[src/rtl/reexe_pipe_pkg.sv]
// Shared widths and stage-record layout for the re-execute delay pipe.
// Record layout, LSB first: aluRes | VAddr | writeNum | valid.
package reexe_pipe_pkg;

  localparam int GPR_NUM_W     = 5;
  localparam int SINGLE_WORD_W = 32;

  function automatic int rec_w(input int num_w, input int data_w);
    return 1 + num_w + 2 * data_w;
  endfunction

  function automatic int off_vaddr(input int data_w);
    return data_w;
  endfunction

  function automatic int off_num(input int data_w);
    return 2 * data_w;
  endfunction

  function automatic int off_valid(input int num_w, input int data_w);
    return 2 * data_w + num_w;
  endfunction

endpackage

[src/rtl/reexe_stage.sv]
// One delay stage: a record register that reloads when told to advance.
// An invalid incoming record is stored as all zeros so empty stages never show stale data.
module reexe_stage
  import reexe_pipe_pkg::*;
#(
  parameter int NUM_W  = GPR_NUM_W,
  parameter int DATA_W = SINGLE_WORD_W
) (
  input  logic                              clk,
  input  logic                              rst,
  input  logic                              flush,
  input  logic                              adv,
  input  logic [rec_w(NUM_W, DATA_W)-1:0]   in_rec,
  output logic [rec_w(NUM_W, DATA_W)-1:0]   rec_q
);

  localparam int OFF_VALID = off_valid(NUM_W, DATA_W);

  always_ff @(posedge clk) begin
    if (rst || flush) begin
      rec_q <= '0;
    end else if (adv) begin
      rec_q <= in_rec[OFF_VALID] ? in_rec : '0;
    end
  end

endmodule

[src/rtl/reexe_pipe.sv]
// DEPTH-stage delay pipe between SBA and MEM with bubble collapse and flush.
// Build with REEXE_PIPE_LOOKUP_EN to enable the writeNum forwarding lookup port.
module reexe_pipe
  import reexe_pipe_pkg::*;
#(
  parameter int DEPTH  = 2,
  parameter int DATA_W = SINGLE_WORD_W,
  parameter int NUM_W  = GPR_NUM_W
) (
  input  logic                    clk,
  input  logic                    rst,
  input  logic                    SBA_valid_w_i,
  input  logic [NUM_W-1:0]        SBA_writeNum_i,
  input  logic [DATA_W-1:0]       SBA_VAddr_i,
  input  logic [DATA_W-1:0]       SBA_aluRes_i,
  input  logic                    flush_w_i,
  input  logic                    MEM_allowin_w_i,
  output logic                    REEXE_okToChange_w_o,
  output logic                    REEXE_valid_w_o,
  output logic [NUM_W-1:0]        REEXE_writeNum_o,
  output logic [DATA_W-1:0]       REEXE_VAddr_o,
  output logic [DATA_W-1:0]       REEXE_regData_o,
  output logic [DEPTH-1:0]        REEXE_stgValid_w_o,
  output logic [DEPTH*NUM_W-1:0]  REEXE_stgWriteNum_w_o,
  input  logic [NUM_W-1:0]        lkNum_w_i,
  output logic                    lkHit_w_o,
  output logic [DATA_W-1:0]       lkData_w_o
);

  localparam int REC_W     = rec_w(NUM_W, DATA_W);
  localparam int OFF_VADDR = off_vaddr(DATA_W);
  localparam int OFF_NUM   = off_num(DATA_W);
  localparam int OFF_VALID = off_valid(NUM_W, DATA_W);

  logic [REC_W-1:0] rec    [DEPTH];
  logic [REC_W-1:0] stg_in [DEPTH];
  logic [DEPTH-1:0] stg_valid;
  logic [DEPTH-1:0] adv;
  logic             push;

  // Stage k moves when the stage after it is empty or itself moving.
  always_comb begin
    adv = '0;
    adv[DEPTH-1] = MEM_allowin_w_i || !stg_valid[DEPTH-1];
    for (int k = DEPTH - 2; k >= 0; k--) begin
      adv[k] = !stg_valid[k+1] || adv[k+1];
    end
  end

  assign REEXE_okToChange_w_o = adv[0];
  assign push                 = SBA_valid_w_i && adv[0];
  assign stg_in[0]            = {push, SBA_writeNum_i, SBA_VAddr_i, SBA_aluRes_i};

  for (genvar k = 0; k < DEPTH; k++) begin : g_stg
    if (k > 0) begin : g_chain
      assign stg_in[k] = rec[k-1];
    end

    reexe_stage #(
      .NUM_W  (NUM_W),
      .DATA_W (DATA_W)
    ) u_stage (
      .clk    (clk),
      .rst    (rst),
      .flush  (flush_w_i),
      .adv    (adv[k]),
      .in_rec (stg_in[k]),
      .rec_q  (rec[k])
    );

    assign stg_valid[k]                          = rec[k][OFF_VALID];
    assign REEXE_stgWriteNum_w_o[k*NUM_W +: NUM_W] = rec[k][OFF_NUM +: NUM_W];
  end

  assign REEXE_stgValid_w_o = stg_valid;
  assign REEXE_valid_w_o    = stg_valid[DEPTH-1];
  assign REEXE_writeNum_o   = rec[DEPTH-1][OFF_NUM +: NUM_W];
  assign REEXE_VAddr_o      = rec[DEPTH-1][OFF_VADDR +: DATA_W];
  assign REEXE_regData_o    = rec[DEPTH-1][DATA_W-1:0];

`ifdef REEXE_PIPE_LOOKUP_EN
  // Scan oldest to youngest so the youngest matching stage wins.
  always_comb begin
    lkHit_w_o  = 1'b0;
    lkData_w_o = '0;
    for (int k = DEPTH - 1; k >= 0; k--) begin
      if (lkNum_w_i != '0 && stg_valid[k] && rec[k][OFF_NUM +: NUM_W] == lkNum_w_i) begin
        lkHit_w_o  = 1'b1;
        lkData_w_o = rec[k][DATA_W-1:0];
      end
    end
  end
`else
  logic unused_lk_num;
  assign unused_lk_num = ^lkNum_w_i;
  assign lkHit_w_o     = 1'b0;
  assign lkData_w_o    = '0;
`endif

endmodule

[config.mk]
export PLATFORM = sky130hd
export DESIGN_NAME = reexe_pipe
export DESIGN_NICKNAME = d
export VERILOG_FILES = /design/src/rtl/reexe_pipe_pkg.sv /design/src/rtl/reexe_stage.sv /design/src/rtl/reexe_pipe.sv
export SDC_FILE = /design/constraint.sdc
export NUM_CORES = 1
export LEC_CHECK = 0
export ABC_AREA = 1
export CAP_MARGIN = 30
export CORE_ASPECT_RATIO = 1.75
export CORE_MARGIN = 1
export CORE_UTILIZATION = 45
export CTS_CLUSTER_DIAMETER = 150
export DETAILED_ROUTE_END_ITERATION = 10
export GPL_TIMING_DRIVEN = 0
export HOLD_SLACK_MARGIN = 0.1
export PLACE_DENSITY = 0.81
export SLEW_MARGIN = 20
export SYNTH_ARGS = -nofsm -noshare
export SYNTH_HDL_FRONTEND = slang
export SYNTH_SLANG_ARGS = --single-unit
export TNS_END_PERCENT = 30
[constraint.sdc]
create_clock -name clk -period 1.3 [get_ports clk]
set_input_delay 0.26 -clock clk [delete_from_list [all_inputs] [get_ports clk]]
set_output_delay 0.26 -clock clk [all_outputs]
set_load 0.01 [all_outputs]
==> qor.txt <==
setup TNS: -0.111 ns
Seq/Total Area, Yosys: 51.9%
Setup Crit Path Kind: reg2reg
gr usage total: 24.4%
Final Setup Violations: 9
Port Buffer Count: 155
synthesized flop and latch total: 140
clk sinks: 140
CP Launch Type: flop
Setup crit end kind: flop
period utilization: 103%
Comb pwr share: 7.2%
CP Capture Point: g_stg[0].u_stage.rec_q[39]
f_max: 748 MHz
R2R Setup Slk: -0.04 ns
most frequent CP cell: buf_4
WL/cell: 14.7 µm
sequential power share: 44.1%
largest net degree at the start of global routing: 17
P_leak: 0.00307 µW
Avg Cell Area, Syn: 8.03 µm²
most common cell after layout, fill and taps aside: nand2_1
crit path from: g_stg[1].u_stage.rec_q[69]
Die H: 147 µm
clock power share: 48.6%
switching power: 2220 µW
synthesized area: 5400 µm²
area grow syn2layout: 44.7%
biggest regs: g_stg.u_stage.rec_q (140)
Setup Skew: 0.0145 ns
core area: 11,600 µm²
max-slew violations: 0
Worst R2R End: g_stg[0].u_stage.rec_q[39]
final hold violations: 0
Hold WC Path Type: in2reg
first-pass GRT wire length: 23,600 µm
Most flops, register: g_stg.u_stage.rec_q
DIE AREA: 12,500 µm²
count of cell types in the netlist: 15
Worst Path Buf+Inv: 4
CTS Buffer Depth: 2
row cnt: 52
Worst VDD drop: 910 µV
drt drc: 13
Iter 0 DRT Violations: 284
max_cap viols: 0
Post-DP HPWL: 10,500 µm
number of flip-flops in the largest register: 140
initial antenna violation count: 2
width of the die: 84.8 µm
Clock Latency Late Sink: 0.42 ns
Starting Density: 46.3%
gpl congestion: 0.822
root buffer cell: clkbuf_16
vias in the first global route: 4,901
Total Wirelength: 15,200 µm
vias post-DR: 5,298
DR vias/cell: 5.13
reg2reg start: g_stg[1].u_stage.rec_q[69]
TritonCTS clock tree: done
CP arrival: 1.67 ns
grt ovf: 0
Crit path depth: 7
P_int: 7720 µW
Routed Antenna Nets: 0
RSZ-0062 raised after global routing: yes
minimum clock period after layout: 1.34 ns
cells after synthesis: 672
Reg2Reg Depth: 7
slowest cell delay on critical path: 0.36 ns
setup slack after layout: -0.0372 ns
Pwr Total: 9950 µW
commonest cells after routing, fill and taps aside: nand2_1, nand3_1, a21oi_1
Initial DRT Pass Iterations: 8
Pwr Density: 1270 nW/µm²
IO Count: 195
WP data required: 1.63 ns
Ys Warns: 0
share of post-route cells with drive strength above 1: 21.2%
# nets final: 963
Crit-path slowest cell: dfxtp_4
CTS H-tree lvls: 4
critical path's top delay family: buffers and inverters
total CTS buffers: 17
status: finished, violations left
failing checks: design-rule violations, negative setup slack
worst-path maximum fanout: 10
Sw Share: 22.4%
CTS clk-pin slew, worst paths: 0.06 ns
CP cell instances: buf_4 -> inv_1 -> nor2_4 -> buf_8 -> buf_4 -> nand2_1 -> a21oi_1
## worst reg2reg max path, cell delays in order, from the launching register on
cell and delay [ns]:
dfxtp_4 0.36, buf_4 0.11, inv_1 0.05, nor2_4 0.14
buf_8 0.18, buf_4 0.18, nand2_1 0.06, a21oi_1 0.17
## worst min-delay path by stage
stage | start | endpoint | slack, ns | cells past startpoint
floorplan | SBA_VAddr_i[30] | g_stg[0].u_stage.rec_q[62] | 0.42 | 2
global placement | g_stg[1].u_stage.rec_q[59] | g_stg[1].u_stage.rec_q[59] | 0.45 | 2
detailed placement | g_stg[1].u_stage.rec_q[47] | g_stg[1].u_stage.rec_q[47] | 0.45 | 2
CTS | SBA_aluRes_i[19] | g_stg[0].u_stage.rec_q[19] | 0.41 | 3
global route | SBA_aluRes_i[23] | g_stg[0].u_stage.rec_q[23] | 0.42 | 3
finish | SBA_aluRes_i[12] | g_stg[0].u_stage.rec_q[12] | 0.41 | 3
## cells by family (layout without fill, tap and decap cells)
family	count (synthesis)	after routing	synth area share, %
AOI/OAI and AO/OA	139	139	12.9
buffers and inverters	109	302	12.0
DFF	140	140	51.9
other	1	34	0.0695
and+or+nand+nor	283	283	23.1
## per-stage QoR
step           hold slack (ns)  util [%]  setup slack, ns  instance area (µm²)  cells
3_3_place_gp             0.451      62.2           -0.699                 7240    994
5_1_grt                  0.420      67.1           -0.103                 7810   1033
4_1_cts                  0.410      66.8           -0.210                 7780   1027
6_report                 0.413      67.1          -0.0372                 7810   1033
3_5_place_dp             0.455      62.2           -0.705                 7240    994
2_1_floorplan            0.421         -            0.148                 5520    704
## power groups by stage
stage / clock [µW] / sequential, µW / combinational (µW)
6_report: 4840 / 4390 / 720
5_1_grt: 5110 / 4400 / 774
4_1_cts: 4900 / 4390 / 708
3_5_place_dp: 0 / 4480 / 706
3_3_place_gp: 0 / 4480 / 702
2_1_floorplan: 0 / 4480 / 371
## cell usage after synthesis
cell,n,share of area [%]
a21oi_1,139,13
buf_1,4,0.28
buf_2,41,3.8
buf_4,46,6.4
buf_6,2,0.42
clkbuf_1,14,0.97
conb_1,1,0.069
dfxtp_1,140,52
inv_1,2,0.14
nand2_1,140,9.7
nand2_2,1,0.12
nand3_1,138,13
nor2_1,2,0.14
nor2_4,1,0.21
or2_1,1,0.12
## metal layers
metal / wire [µm] / track usage, %
met1: 5440 / 25.5
met2: 8260 / 44.9
met3: 911 / 5.56
met4: 592 / 12.3
met5: 0 / 0
## final cells by class
cell class	count	area, µm²
Antenna cell	1	2.50
Buffer	107	707
Clock buffer	20	467
Clock inverter	12	135
Fill cell	993	3840
Inverter	2	7.51
Multi-Input combinational cell	455	2080
Sequential cell	140	2820
Tap cell	135	169
Timing Repair Buffer	161	1420
## repair_timing
item / CTS / global route
cloned: 0 / 1
endpoints found under the setup margin: 193 / 198
pin swaps: 0 / 1
hold buffers: 0 / 0
buffers inserted: 1 / 4
resized for setup: 176 / 82
Power figures use the tool's default switching activity.
